**src/rtl/mailbox_pkg.sv**
```systemverilog
// Shared register map, STATUS bit positions and status word layout for beta_mailbox.
package mailbox_pkg;

    localparam logic [1:0] REG_DATA   = 2'd0;
    localparam logic [1:0] REG_STATUS = 2'd1;
    localparam logic [1:0] REG_CTRL   = 2'd2;
    localparam logic [1:0] REG_THRESH = 2'd3;

    localparam int unsigned ST_COUNT_LSB = 0;
    localparam int unsigned ST_COUNT_W   = 16;
    localparam int unsigned ST_EMPTY     = 16;
    localparam int unsigned ST_FULL      = 17;
    localparam int unsigned ST_OVF       = 18;
    localparam int unsigned ST_UNF       = 19;

    typedef struct packed {
        logic [11:0] rsvd;
        logic        unf;
        logic        ovf;
        logic        full;
        logic        empty;
        logic [15:0] count;
    } status_t;

endpackage

```
**src/rtl/mailbox_fifo.sv**
```systemverilog
// Single mailbox channel: FIFO storage, occupancy count and sticky overflow/underflow flags.
module mailbox_fifo #(
    parameter int unsigned DEPTH  = 16,
    parameter int unsigned DATA_W = 32
) (
    input  logic                     clk,
    input  logic                     rst_n,
    input  logic                     clr,
    input  logic                     push,
    input  logic                     pop,
    input  logic [DATA_W-1:0]        wdata,
    output logic [DATA_W-1:0]        head,
    output logic [$clog2(DEPTH):0]   count,
    output logic                     ovf,
    output logic                     unf
);

    localparam int unsigned AW   = $clog2(DEPTH);
    localparam int unsigned CNTW = AW + 1;

    logic [DATA_W-1:0] mem [DEPTH];
    logic [AW-1:0]     wp;
    logic [AW-1:0]     rp;
    logic              full;
    logic              empty;
    logic              push_ok;
    logic              pop_ok;

    assign full    = (count == CNTW'(DEPTH));
    assign empty   = (count == '0);
    // A pop in the same cycle frees the slot a push into a full FIFO needs
    assign pop_ok  = pop & ~empty & ~clr;
    assign push_ok = push & (~full | pop) & ~clr;

    always_ff @(posedge clk or negedge rst_n) begin
        if (!rst_n) begin
            wp    <= '0;
            rp    <= '0;
            count <= '0;
            ovf   <= 1'b0;
            unf   <= 1'b0;
        end else if (clr) begin
            wp    <= '0;
            rp    <= '0;
            count <= '0;
            ovf   <= 1'b0;
            unf   <= 1'b0;
        end else begin
            if (push_ok) wp <= wp + AW'(1);
            if (pop_ok)  rp <= rp + AW'(1);
            count <= count + CNTW'(push_ok) - CNTW'(pop_ok);
            if (push && full && !pop) ovf <= 1'b1;
            if (pop && empty)         unf <= 1'b1;
        end
    end

    // Storage needs no reset; occupancy is tracked by the pointers
    always_ff @(posedge clk) begin
        if (push_ok) mem[wp] <= wdata;
    end

    assign head = empty ? '0 : mem[rp];

endmodule

```
**src/rtl/beta_mailbox.sv**
```systemverilog
// Multi-channel producer/consumer mailbox: address decode, THRESH registers, read muxing and irq.
// Optional consumer interrupt built when MAILBOX_IRQ_EN is defined; otherwise irq_c is tied low.
module beta_mailbox
    import mailbox_pkg::*;
#(
    parameter int unsigned NUM_CH = 4,
    parameter int unsigned DEPTH  = 16,
    parameter int unsigned DATA_W = 32
) (
    input  logic        clk,
    input  logic        reset,
    input  logic [31:0] p_addr,
    input  logic [31:0] p_din,
    input  logic        p_we,
    input  logic        p_sel,
    output logic [31:0] p_dout,
    input  logic [31:0] c_addr,
    input  logic [31:0] c_din,
    input  logic        c_we,
    input  logic        c_sel,
    output logic [31:0] c_dout,
    output logic        irq_c
);

    localparam int unsigned CW   = (NUM_CH > 1) ? $clog2(NUM_CH) : 1;
    localparam int unsigned CNTW = $clog2(DEPTH) + 1;

    logic [1:0]                         rst_sync;
    logic                               rst_n;
    logic [CW-1:0]                      p_ch;
    logic [CW-1:0]                      c_ch;
    logic [1:0]                         p_off;
    logic [1:0]                         c_off;
    logic                               p_wr;
    logic                               c_wr;
    logic [NUM_CH-1:0]                  push;
    logic [NUM_CH-1:0]                  pop;
    logic [NUM_CH-1:0]                  clr;
    logic [NUM_CH-1:0]                  ovf;
    logic [NUM_CH-1:0]                  unf;
    logic [NUM_CH-1:0][CNTW-1:0]        cnt;
    logic [NUM_CH-1:0][CNTW-1:0]        thr;
    logic [NUM_CH-1:0][DATA_W-1:0]      head;
    status_t [NUM_CH-1:0]               st;
    logic [31:0]                        p_rd;
    logic [31:0]                        c_rd;
    logic                               unused_ok;

    // Assert asynchronously, release through two flops
    always_ff @(posedge clk or negedge reset) begin
        if (!reset) rst_sync <= '0;
        else        rst_sync <= {rst_sync[0], 1'b1};
    end
    assign rst_n = rst_sync[1];

    assign p_ch      = p_addr[4+CW-1:4];
    assign c_ch      = c_addr[4+CW-1:4];
    assign p_off     = p_addr[3:2];
    assign c_off     = c_addr[3:2];
    assign p_wr      = p_sel & p_we;
    assign c_wr      = c_sel & c_we;
    assign unused_ok = ^{p_addr, c_addr, p_din, c_din};

    for (genvar i = 0; i < NUM_CH; i++) begin : g_ch
        localparam logic [CW-1:0] IDX = CW'(i);

        assign push[i] = p_wr && (p_ch == IDX) && (p_off == REG_DATA);
        assign clr[i]  = p_wr && (p_ch == IDX) && (p_off == REG_CTRL);
        assign pop[i]  = c_wr && (c_ch == IDX) && (c_off == REG_CTRL);

        mailbox_fifo #(
            .DEPTH  (DEPTH),
            .DATA_W (DATA_W)
        ) u_fifo (
            .clk   (clk),
            .rst_n (rst_n),
            .clr   (clr[i]),
            .push  (push[i]),
            .pop   (pop[i]),
            .wdata (p_din[DATA_W-1:0]),
            .head  (head[i]),
            .count (cnt[i]),
            .ovf   (ovf[i]),
            .unf   (unf[i])
        );

        assign st[i] = '{rsvd:  '0,
                         unf:   unf[i],
                         ovf:   ovf[i],
                         full:  (cnt[i] == CNTW'(DEPTH)),
                         empty: (cnt[i] == '0),
                         count: 16'(cnt[i])};

        // Producer wins a same-cycle THRESH collision
        always_ff @(posedge clk or negedge rst_n) begin
            if (!rst_n) begin
                thr[i] <= CNTW'(1);
            end else if (p_wr && (p_ch == IDX) && (p_off == REG_THRESH)) begin
                thr[i] <= p_din[CNTW-1:0];
            end else if (c_wr && (c_ch == IDX) && (c_off == REG_THRESH)) begin
                thr[i] <= c_din[CNTW-1:0];
            end
        end
    end

    function automatic logic [31:0] reg_word(input status_t s, input logic [DATA_W-1:0] h,
                                             input logic [CNTW-1:0] t, input logic [1:0] off);
        case (off)
            REG_DATA:   return 32'(h);
            REG_STATUS: return 32'(s);
            REG_THRESH: return 32'(t);
            default:    return '0;
        endcase
    endfunction

    // Out-of-range channel indices match no entry and read as zero
    always_comb begin
        p_rd = '0;
        c_rd = '0;
        for (int i = 0; i < NUM_CH; i++) begin
            if (p_ch == CW'(i)) p_rd = reg_word(st[i], head[i], thr[i], p_off);
            if (c_ch == CW'(i)) c_rd = reg_word(st[i], head[i], thr[i], c_off);
        end
    end

    always_ff @(posedge clk or negedge rst_n) begin
        if (!rst_n) begin
            p_dout <= '0;
            c_dout <= '0;
        end else begin
            p_dout <= p_sel ? p_rd : '0;
            c_dout <= c_sel ? c_rd : '0;
        end
    end

`ifdef MAILBOX_IRQ_EN
    logic irq_hit;
    logic irq_q;

    always_comb begin
        irq_hit = 1'b0;
        for (int i = 0; i < NUM_CH; i++) begin
            irq_hit = irq_hit | ((thr[i] != '0) && (cnt[i] >= thr[i]));
        end
    end

    always_ff @(posedge clk or negedge rst_n) begin
        if (!rst_n) irq_q <= 1'b0;
        else        irq_q <= irq_hit;
    end

    assign irq_c = irq_q;
`else
    assign irq_c = 1'b0;
`endif

endmodule

```
**config.mk**
```make
export PLATFORM = sky130hd
export DESIGN_NAME = beta_mailbox
export DESIGN_NICKNAME = d
export VERILOG_FILES = /design/src/rtl/mailbox_pkg.sv /design/src/rtl/mailbox_fifo.sv /design/src/rtl/beta_mailbox.sv
export SDC_FILE = /design/constraint.sdc
export NUM_CORES = 2
export LEC_CHECK = 0
export ABC_AREA = 0
export CAP_MARGIN = 20
export CORE_MARGIN = 2
export CORE_UTILIZATION = 25
export DETAILED_ROUTE_END_ITERATION = 10
export PLACE_DENSITY = 0.49
export RECOVER_POWER = 50
export SETUP_SLACK_MARGIN = 0.4
export SLEW_MARGIN = 20
export SYNTH_ARGS = -nofsm -noshare
export SYNTH_HDL_FRONTEND = slang
export SYNTH_SLANG_ARGS = --single-unit
```
**constraint.sdc**
```tcl
create_clock -name clk -period 9.45 [get_ports clk]
set_input_delay 2.835 -clock clk [delete_from_list [all_inputs] [get_ports clk]]
set_output_delay 2.835 -clock clk [all_outputs]
set_load 0.02 [all_outputs]
```
==> key figures <==
Synth
  • Net Count, Synth: 4542
  • Yosys warning count: 0
  • Distinct cells, synth: 90
  • Synth Cell Area: 87520 µm²
  • Area contributors post-synth: edfxtp_1 70%, mux4_2 13%, dfrtp_1 4.1%
  • Post-synthesis cell count: 4360
  • Number of synthesized flops with an enable pin: 2048
  • Sequential share of the synthesized area: 0.7445
  • Ys async rst share: 0.06655
  • Syn Area/Cell: 20.07 µm²
  • Yosys top cell by area: edfxtp_1
  • Yosys reg bits: 2194
  • Top FF cell, synth: edfxtp_1
  • Post-synth top area share: 0.7027

Critical path
  • Worst EP required: 10.24 ns
  • CP Class: in2reg
  • CP Launch Type: input pin
  • CP Max Fanout: 24
  • Worst path arrival time: 8.28 ns
  • R2r setup slk: 2.50 ns
  • Endpoint class of the critical path: register

Placed design
  • Number of port buffers: 114
  • Final HPWL DP: 167400 µm
  • Placed insts: 8998
  • Final Wtd Congestion: 0.9385

Timing
  • Worst Hold Margin: 0.3501 ns
  • Upper clock frequency limit: 0.1335 GHz
  • Endpoints failing setup: 0
  • Final Cycle Share: 0.7930
  • Worst Tran Pin Value: 4.483 ns
  • RSZ-0062 raised after global routing: false
  • Setup TNS Final: 0 ns
  • Setup Skew: 0.07010 ns
  • Final Hold Fails: 0
  • Max-slew violations: 2274
  • Relative max-transition margin: -1.989
  • Tmin final: 7.493 ns

Clock network
  • Postcts setup bufs: 0
  • Clk slew on worst S/H paths: 0.06 ns
  • CTS max path bufs: 4
  • Clk_lat worst skew: 0.90 ns
  • Cts hold-fix bufs: 0
  • CTS sink count: 2194
  • CTS tree: yes
  • CTS buffer count: 229
  • CTS H-Tree Depth: 4
  • Clk root buf: clkbuf_16
  • Post_cts resized: 0

Detailed routing
  • Average wire per standard cell: 28.55 µm
  • Routed Wire Length: 269900 µm
  • Drc violations: 0
  • Initial DRC count: 4704
  • Routed Antenna Nets: 0
  • Via count: 44440
  • DRT Pass-1 Iters: 5
  • DR vias/cell: 4.701

Global routing
  • Vias in the first global route: 45440
  • Gr ovfl total: 0
  • GRT Total Usage: 0.1489
  • Initial antenna violation count: 32
  • Largest net degree at the start of global routing: 100
  • First-pass GRT wire length: 372300 µm

Floorplan
  • Num ports: 199
  • Starting Density: 0.2509
  • Die Span Y: 595.7 µm
  • Die ar.: 354800 µm²
  • Die W: 595.7 µm
  • Core footprint: 348900 µm²
  • Cell row count: 217

Cells and area
  • Footprint of the multi-input gates: 21170 µm²
  • Layout cells sized above 1: 0.2387
  • FILL cells: 34050
  • Finished Layout Cells: 9453
  • Commonest cells after routing, fill and taps aside: 2048 x edfxtp_1, 518 x mux4_2, 234 x clkbuf_16
  • Storage cell area: 65200 µm²
  • Final nets: 4816
  • Layout area overhead: 16.33%
  • Most common cell after layout, fill and taps aside: edfxtp_1

Run status
  • Status: complete, but fails checks
  • Violated checks: capacitance limit, slew limit

Power
  • Leak: 31.50 nW
  • VDD IR max: 0.0001961 V
  • Pwr dens: 246.0 nW/µm²
  • Design Power: 25.04 mW

Min path
  • Hold crit path type: reg2reg

Run
  • Max-Cap Viols: 37
==> registers in the layout, summed over array words and instances, names as in the netlist <==
name,flops
c_dout,32
g_ch.u_fifo.ovf,4
g_ch.u_fifo.unf,4
rst_sync,2
g_ch.u_fifo.count,20
g_ch.u_fifo.wp,16
g_ch.u_fifo.mem,2048
p_dout,32
g_ch.u_fifo.rp,16
thr,20
==> synth_stat cells, types with 19 or more instances <==
cell type  instances
mux4_2           518
clkbuf_1          74
o22ai_1           38
a221oi_1          25
edfxtp_1        2048
buf_4             50
nand2_1          153
mux2_2            47
and2_1            52
a31oi_1           23
a22oi_1           51
nor2b_1           30
inv_1             52
nor2_1           194
xor2_1            19
dfrtp_1          142
nor3_1            27
buf_2             74
a22o_1            24
o21ai_0           79
mux2i_1          148
ha_1              44
nand3_1           34
a21oi_1          126
==> worst max-delay path, cell delays in order <==
cell           delay, ns
dlygate4sd3_1       0.83
clkbuf_1            1.10
and2_0              0.74
nand3_1             0.25
nor2_1              0.15
clkbuf_1            0.64
nor2b_1             0.11
ha_1                0.30
inv_1               0.04
ha_1                0.18
inv_1               0.08
fa_1                0.23
inv_1               0.06
a21oi_1             0.15
nor2_1              0.08
or3_1               0.35
a21oi_1             0.15
==> stage by stage <==
| step | cell area, µm² | worst slack [ns] | util |
|---|---|---|---|
| floorplan | 87520 | 2.850 | - |
| global placement | 94480 | 2.150 | 0.2708 |
| detailed placement | 94510 | 2.133 | 0.2709 |
| CTS | 101800 | 3.028 | 0.2918 |
| global route | 101800 | 1.766 | 0.2918 |
| finish | 101800 | 1.957 | 0.2918 |
==> cell type report <==
cell class / count / share of cell area
clock buffers: 280 / 0.05931
multi-input cells: 1884 / 0.2079
clock inverters: 135 / 0.01247
diodes: 36 / 0.0008848
inverters: 55 / 0.002028
repair buffers: 270 / 0.02050
flip-flops and latches: 2194 / 0.6404
well taps: 4599 / 0.05652
==> cell families after synthesis <==
| kind of cell | after synthesis | synth area share |
|---|---|---|
| compound gates | 493 | 0.03803 |
| other cells | 2 | 0.00008581 |
| buf+inv | 282 | 0.01690 |
| simple gates | 592 | 0.03324 |
| xor+xnor | 35 | 0.003502 |
| flops | 2194 | 0.7445 |
| fa+ha+maj | 48 | 0.007205 |
| mux | 714 | 0.1566 |
==> worst paths after layout <==
kind,startpoint,end,cells after the start
max reg2reg,g_ch[2].u_fifo.rp[0],p_dout[11],7
min,rst_sync[0],rst_sync[1],0
max,p_addr[4],g_ch[3].u_fifo.count[4],17
min reg2reg,rst_sync[0],rst_sync[1],0
max in group asynchronous,rst_sync[1],g_ch[2].u_fifo.rp[1],2
min in group asynchronous,rst_sync[1],c_dout[13],0
==> where the power goes <==
part | internal (mW) | leakage, nW | total (mW) | switching, mW
combinational | 2.09 | 7.65 | 4.90 | 2.81
clock | 5.13 | 3.58 | 8.93 | 3.80
sequential | 10.8 | 20.3 | 11.2 | 0.415
==> per-layer routing <==
layer  share of wire  global-route usage  wire length (µm)  vias up
met5         0.00011                   0                29        -
met2            0.50              0.2547            135500     1364
met1            0.41              0.1897            110800    24100
met4           0.035             0.05628              9484        4
met3           0.052             0.02302             14100      381
li1                -                   -                 -    18590
Note: power is estimated with default switching activity, not from simulation.
